===== src/rtl/hex_link_host.sv =====
// hex_link_host: streams 352-bit jobs to a UART as uppercase hex lines and decodes
// hex reply lines into golden nonces and temperature reports.
module hex_link_host (
    input  logic         clk,
    input  logic         reset_n,
    input  logic         work_valid,
    output logic         work_ready,
    input  logic [255:0] work_midstate,
    input  logic [95:0]  work_blockdata,
    output logic         tx_new_byte,
    output logic [7:0]   tx_byte,
    input  logic         tx_ready,
    input  logic         rx_new_byte,
    input  logic [7:0]   rx_byte,
    output logic         nonce_valid,
    output logic [31:0]  nonce,
    output logic         temp_valid,
    output logic [15:0]  temp,
    output logic         line_error
);
    localparam logic [1:0] IDLE = 2'd0, SEND = 2'd1, GUARD = 2'd2, DONE = 2'd3;
    logic [1:0]   state;
    logic [351:0] job;
    logic [6:0]   cnt;
    logic [3:0]   nib;
    logic [31:0]  acc;
    logic [3:0]   rcnt;
    logic         bad;
    logic         is_hex;
    logic [3:0]   dig;
    assign work_ready = state == IDLE;
    // job is shifted down one byte after its low nibble goes out, so the current byte is always job[7:0]
    always_comb begin
        nib = cnt[0] ? job[3:0] : job[7:4];
        tx_new_byte = state == SEND && tx_ready;
        tx_byte = !tx_new_byte ? 8'h00 : cnt == 7'd88 ? 8'h0A :
                  nib < 4'd10 ? {4'h3, nib} : 8'h37 + {4'h0, nib};
    end
    always_ff @(posedge clk or negedge reset_n) begin
        if (!reset_n) begin
            state <= IDLE;
            job <= '0;
            cnt <= '0;
        end else begin
            case (state)
                IDLE: if (work_valid) begin
                    job <= {work_midstate, work_blockdata};
                    cnt <= '0;
                    state <= SEND;
                end
                SEND: if (tx_ready) begin
                    if (cnt == 7'd88) state <= DONE;
                    else begin
                        state <= GUARD;
                        cnt <= cnt + 7'd1;
                        if (cnt[0]) job <= job >> 8;
                    end
                end
                GUARD: state <= SEND;
                default: begin
                    state <= IDLE;
                    cnt <= '0;
                end
            endcase
        end
    end
    always_comb begin
        is_hex = rx_byte inside {[8'h30:8'h39], [8'h41:8'h46], [8'h61:8'h66]};
        dig = rx_byte[6] ? rx_byte[3:0] + 4'd9 : rx_byte[3:0];
    end
    always_ff @(posedge clk or negedge reset_n) begin
        if (!reset_n) begin
            acc <= '0;
            rcnt <= '0;
            bad <= 1'b0;
            nonce <= '0;
            temp <= '0;
            nonce_valid <= 1'b0;
            temp_valid <= 1'b0;
            line_error <= 1'b0;
        end else begin
            nonce_valid <= 1'b0;
            temp_valid <= 1'b0;
            line_error <= 1'b0;
            if (rx_new_byte) begin
                if (is_hex) begin
                    acc <= {acc[27:0], dig};
                    rcnt <= rcnt == 4'd15 ? rcnt : rcnt + 4'd1;
                end else if (rx_byte == 8'h0A) begin
                    if (!bad && rcnt == 4'd8) begin
                        nonce <= acc;
                        nonce_valid <= 1'b1;
                    end else if (!bad && rcnt == 4'd4) begin
                        temp <= acc[15:0];
                        temp_valid <= 1'b1;
                    end else if (bad || rcnt != 4'd0) line_error <= 1'b1;
                    acc <= '0;
                    rcnt <= '0;
                    bad <= 1'b0;
                end else if (rx_byte != 8'h0D) bad <= 1'b1;
            end
        end
    end
endmodule


===== config.mk =====
export PLATFORM = sky130hd
export DESIGN_NAME = hex_link_host
export DESIGN_NICKNAME = d
export VERILOG_FILES = /design/src/rtl/hex_link_host.sv
export SDC_FILE = /design/constraint.sdc
export NUM_CORES = 1
export LEC_CHECK = 0
export ABC_AREA = 1
export ABC_CLOCK_PERIOD_IN_PS = 5050
export BUFFER_PORTS_ARGS = -buffer_cell sky130_fd_sc_hd__buf_4
export CORE_MARGIN = 2
export CORE_UTILIZATION = 37
export DETAILED_ROUTE_END_ITERATION = 16
export PLACE_DENSITY_LB_ADDON = 0.2
export SLEW_MARGIN = 30
export SYNTH_ARGS = -nofsm -noshare
export SYNTH_HDL_FRONTEND = slang
export SYNTH_SLANG_ARGS = --single-unit

===== constraint.sdc =====
create_clock -name clk -period 5.05 [get_ports clk]
set_input_delay 1.01 -clock clk [delete_from_list [all_inputs] [get_ports clk]]
set_output_delay 1.01 -clock clk [all_outputs]
set_load 0.01 [all_outputs]

==> results.py <==
metrics = {
    "run_status": {
        "status": "complete, no violations",
    },
    "global_route": {
        "grt_max_degree": 226,
        "grt_usage_pct": 18.66,
        "first_global_vias": 16440,
        "grt-ovfl-total": 0,
        "antenna_found_initial": 5,
        "grt_pass1_wl_um": 87020,
    },
    "floorplanning": {
        "die_y_um": 240.9,
        "dieArea_mm2": 0.05802,
        "io_pins": 426,
        "core_mm2": 0.05531,
        "dieWidth_um": 240.9,
        "std_cell_rows": 86,
        "initial_core_util_pct": 37.54,
    },
    "logic_synthesis": {
        "ys_async_sr_fraction_pct": 100.0,
        "synthFlopType": "dfrtp_1",
        "synth_nets": 2753,
        "yosysWarnings": 0,
        "synth_top_area_share_pct": 54.12,
        "synth_common_cells": "nand2_1, dfrtp_1, inv_1, o211ai_1, o21ai_0",
        "avgSynthCellArea_um2": 8.727,
        "synth-edff-count": 0,
        "ys_types": 32,
        "synth.most_common_cell": "nand2_1",
        "synth.largest_area_cell": "dfrtp_1",
        "synth-seq-cells": 449,
        "syn_inst": 2379,
        "syn_area_mm2": 0.02076,
        "synth_seq_area_share_pct": 54.12,
        "synth.top_cells.by_area": "dfrtp_1, o211ai_1, nand2_1",
    },
    "route": {
        "avgRoutedWirePerCell_um": 15.82,
        "dr.max_layer_used": "met5",
        "drt_iter0_markers": 1236,
        "via_per_inst": 4.895,
        "wl_met3_um": 3044,
        "wl_met1_um": 25330,
        "drtPass1Iterations": 7,
        "drcViolationCount": 0,
        "vias": 17120,
        "wirelength_um": 55330,
        "drtAntennaViolNets": 0,
        "wl_met2_um": 25770,
    },
    "power": {
        "power_density_mw_per_mm2": 594.6,
        "p_leak_nw": 12.57,
        "ir_drop_v": 0.0003782,
    },
    "placed_design": {
        "pre_cts_ws_ns": 1.470,
        "gp_congestion": 0.8583,
        "dp_hpwl_um": 37670,
        "numPortBuffers": 424,
    },
    "sta": {
        "final.setup.tns_ns": 0,
        "slew_headroom_pct": 31.71,
        "post-route-period-util_pct": 69.98,
        "slew_viol_final": 0,
        "timing.fmax_mhz": 282.9,
        "clock_skew_ns": 0.01648,
        "rsz0062_at_grt": "no",
        "setup_viol": 0,
        "fin_crit_ns": 3.534,
        "worst_slew_pin_slew_ns": 1.024,
        "layout_setup_ws_ns": 1.516,
        "hold_viol_final": 0,
    },
    "final_layout": {
        "area_delta_synth_final_pct": 26.16,
        "layout-drive-gt1-share_pct": 20.03,
        "final_util_pct": 47.36,
        "nets": 3077,
    },
    "setup_path": {
        "worstSetupStartpointType": "register",
        "crit_path_max_fanout": 14,
        "required_ns": 4.04,
        "cp.arrival_ns": 2.52,
        "path_class": "register to primary output",
        "setup.worst_path.end_class": "primary output",
    },
    "run": {
        "maxCapViolations": 0,
    },
    "cts": {
        "cts_resized": 0,
        "cts_inserted_buffers": 51,
        "clk_pin_slew_worst_paths_ns": 0.06,
        "cts_num_sinks": 449,
        "clock_latency_ns": 0.58,
        "cts_setup_buffers": 0,
        "clk_path_buf_depth": 3,
        "cts_tree": "done",
        "holdBufCountCts": 0,
        "htree_num_levels": 2,
        "clockRootBuffer": "clkbuf_16",
    },
    "hold_path": {
        "hold_path.class": "input pin to asynchronous set/reset pin",
    },
}
critical path, stage by stage (launching register included):
cell	delay (ns)
dfrtp_1	0.52
o21ai_0	0.43
nor2_1	0.09
nor2_1	0.32
o21ai_0	0.22
a21oi_1	0.16
nor3_1	0.06
buf_4	0.15
path summary, 6_finish.rpt:
kind	to	depth (start not counted)	startpoint	slack [ns]
hold reg to reg	job[7]	2	job[7]	0.48
setup reg to reg	job[253]	9	state[1]	1.81
max in group asynchronous	job[32]	3	reset_n	3.51
hold / removal	rcnt[3]	1	reset_n	0.35
setup / recovery	tx_byte[2]	7	cnt[0]	1.52
min in group clk	job[7]	2	job[7]	0.48
cell families after synthesis:
| logic type | after synthesis | synth area share (%) |
|---|---|---|
| xor gates and xnor gates | 7 | 0.2953 |
| and+or+nand+nor | 583 | 10.97 |
| adders and majority gates | 9 | 0.5424 |
| other | 1 | 0.01806 |
| AOI/OAI and AO/OA | 763 | 22.77 |
| buffers and inverters | 567 | 11.29 |
| DFF | 449 | 54.12 |
per-layer routing:
metal  global-route usage [%]  vias up
li1                         -     8533
met3                    3.797       70
met1                    26.06     8146
met5                        0        -
met4                    6.379        2
met2                    28.94      370
layout by cell type (no fill, tap or decap), types with 2 or more instances in the layout:
cell and count:
nand3_1 24, o31ai_1 28, o21ai_1 175, buf_4 433, nor3_1 3, inv_1 387
xor2_1 6, nand4_1 7, buf_16 2, nand2_2 2, diode_2 4, o211ai_1 316
o21ai_0 205, ha_1 9, or2_2 2, nor2_1 82, buf_12 11, bufinv_16 4
dfrtp_1 449, inv_6 4, clkbuf_8 21, clkbuf_1 7, clkbuf_16 51, clkinvlp_4 2
nand2_1 458, inv_2 2, nand2_4 2, a21oi_1 6, inv_8 2, clkinv_2 7
nor3_2 2, o22ai_1 29
metrics by stage:
stage | total power, W | std cells | hold slack, ns | instance area, um^2
6_report | 0.01557 | 3498 | 0.3516 | 26190
5_1_grt | 0.01697 | 3498 | 0.3465 | 26190
4_1_cts | 0.01574 | 3492 | 0.4809 | 26120
3_5_place_dp | 0.01175 | 3396 | 0.4670 | 24320
3_3_place_gp | 0.01154 | 3396 | 0.4634 | 24320
2_1_floorplan | 0.01040 | 2379 | 0.4442 | 20760
registers in the layout (all words and copies together) (netlist names):
| name | count |
|---|---|
| nonce | 32 |
| state | 2 |
| cnt | 7 |
| temp_valid | 1 |
| acc | 32 |
| temp | 16 |
| line_error | 1 |
| nonce_valid | 1 |
| bad | 1 |
| rcnt | 4 |
| job | 352 |
power by group:
part / leakage (nW) / switching, W / internal (W)
sequential: 5.61 / 0.000420 / 0.00515
combinational: 6.07 / 0.00407 / 0.00205
clock: 0.890 / 0.00151 / 0.00237
total: 12.6 / 0.00600 / 0.00957
cell type report:
type / instances / area (um^2)
inverter: 391 / 1483
timing repair buffer: 447 / 3541
clock buffer: 79 / 1592
multi-input combinational: 1363 / 7189
sequential: 449 / 11240
fill: 5409 / 29120
antenna: 4 / 10.01
tap: 748 / 935.9
clock inverter: 17 / 205.2
(Power assumes the default switching activity.)
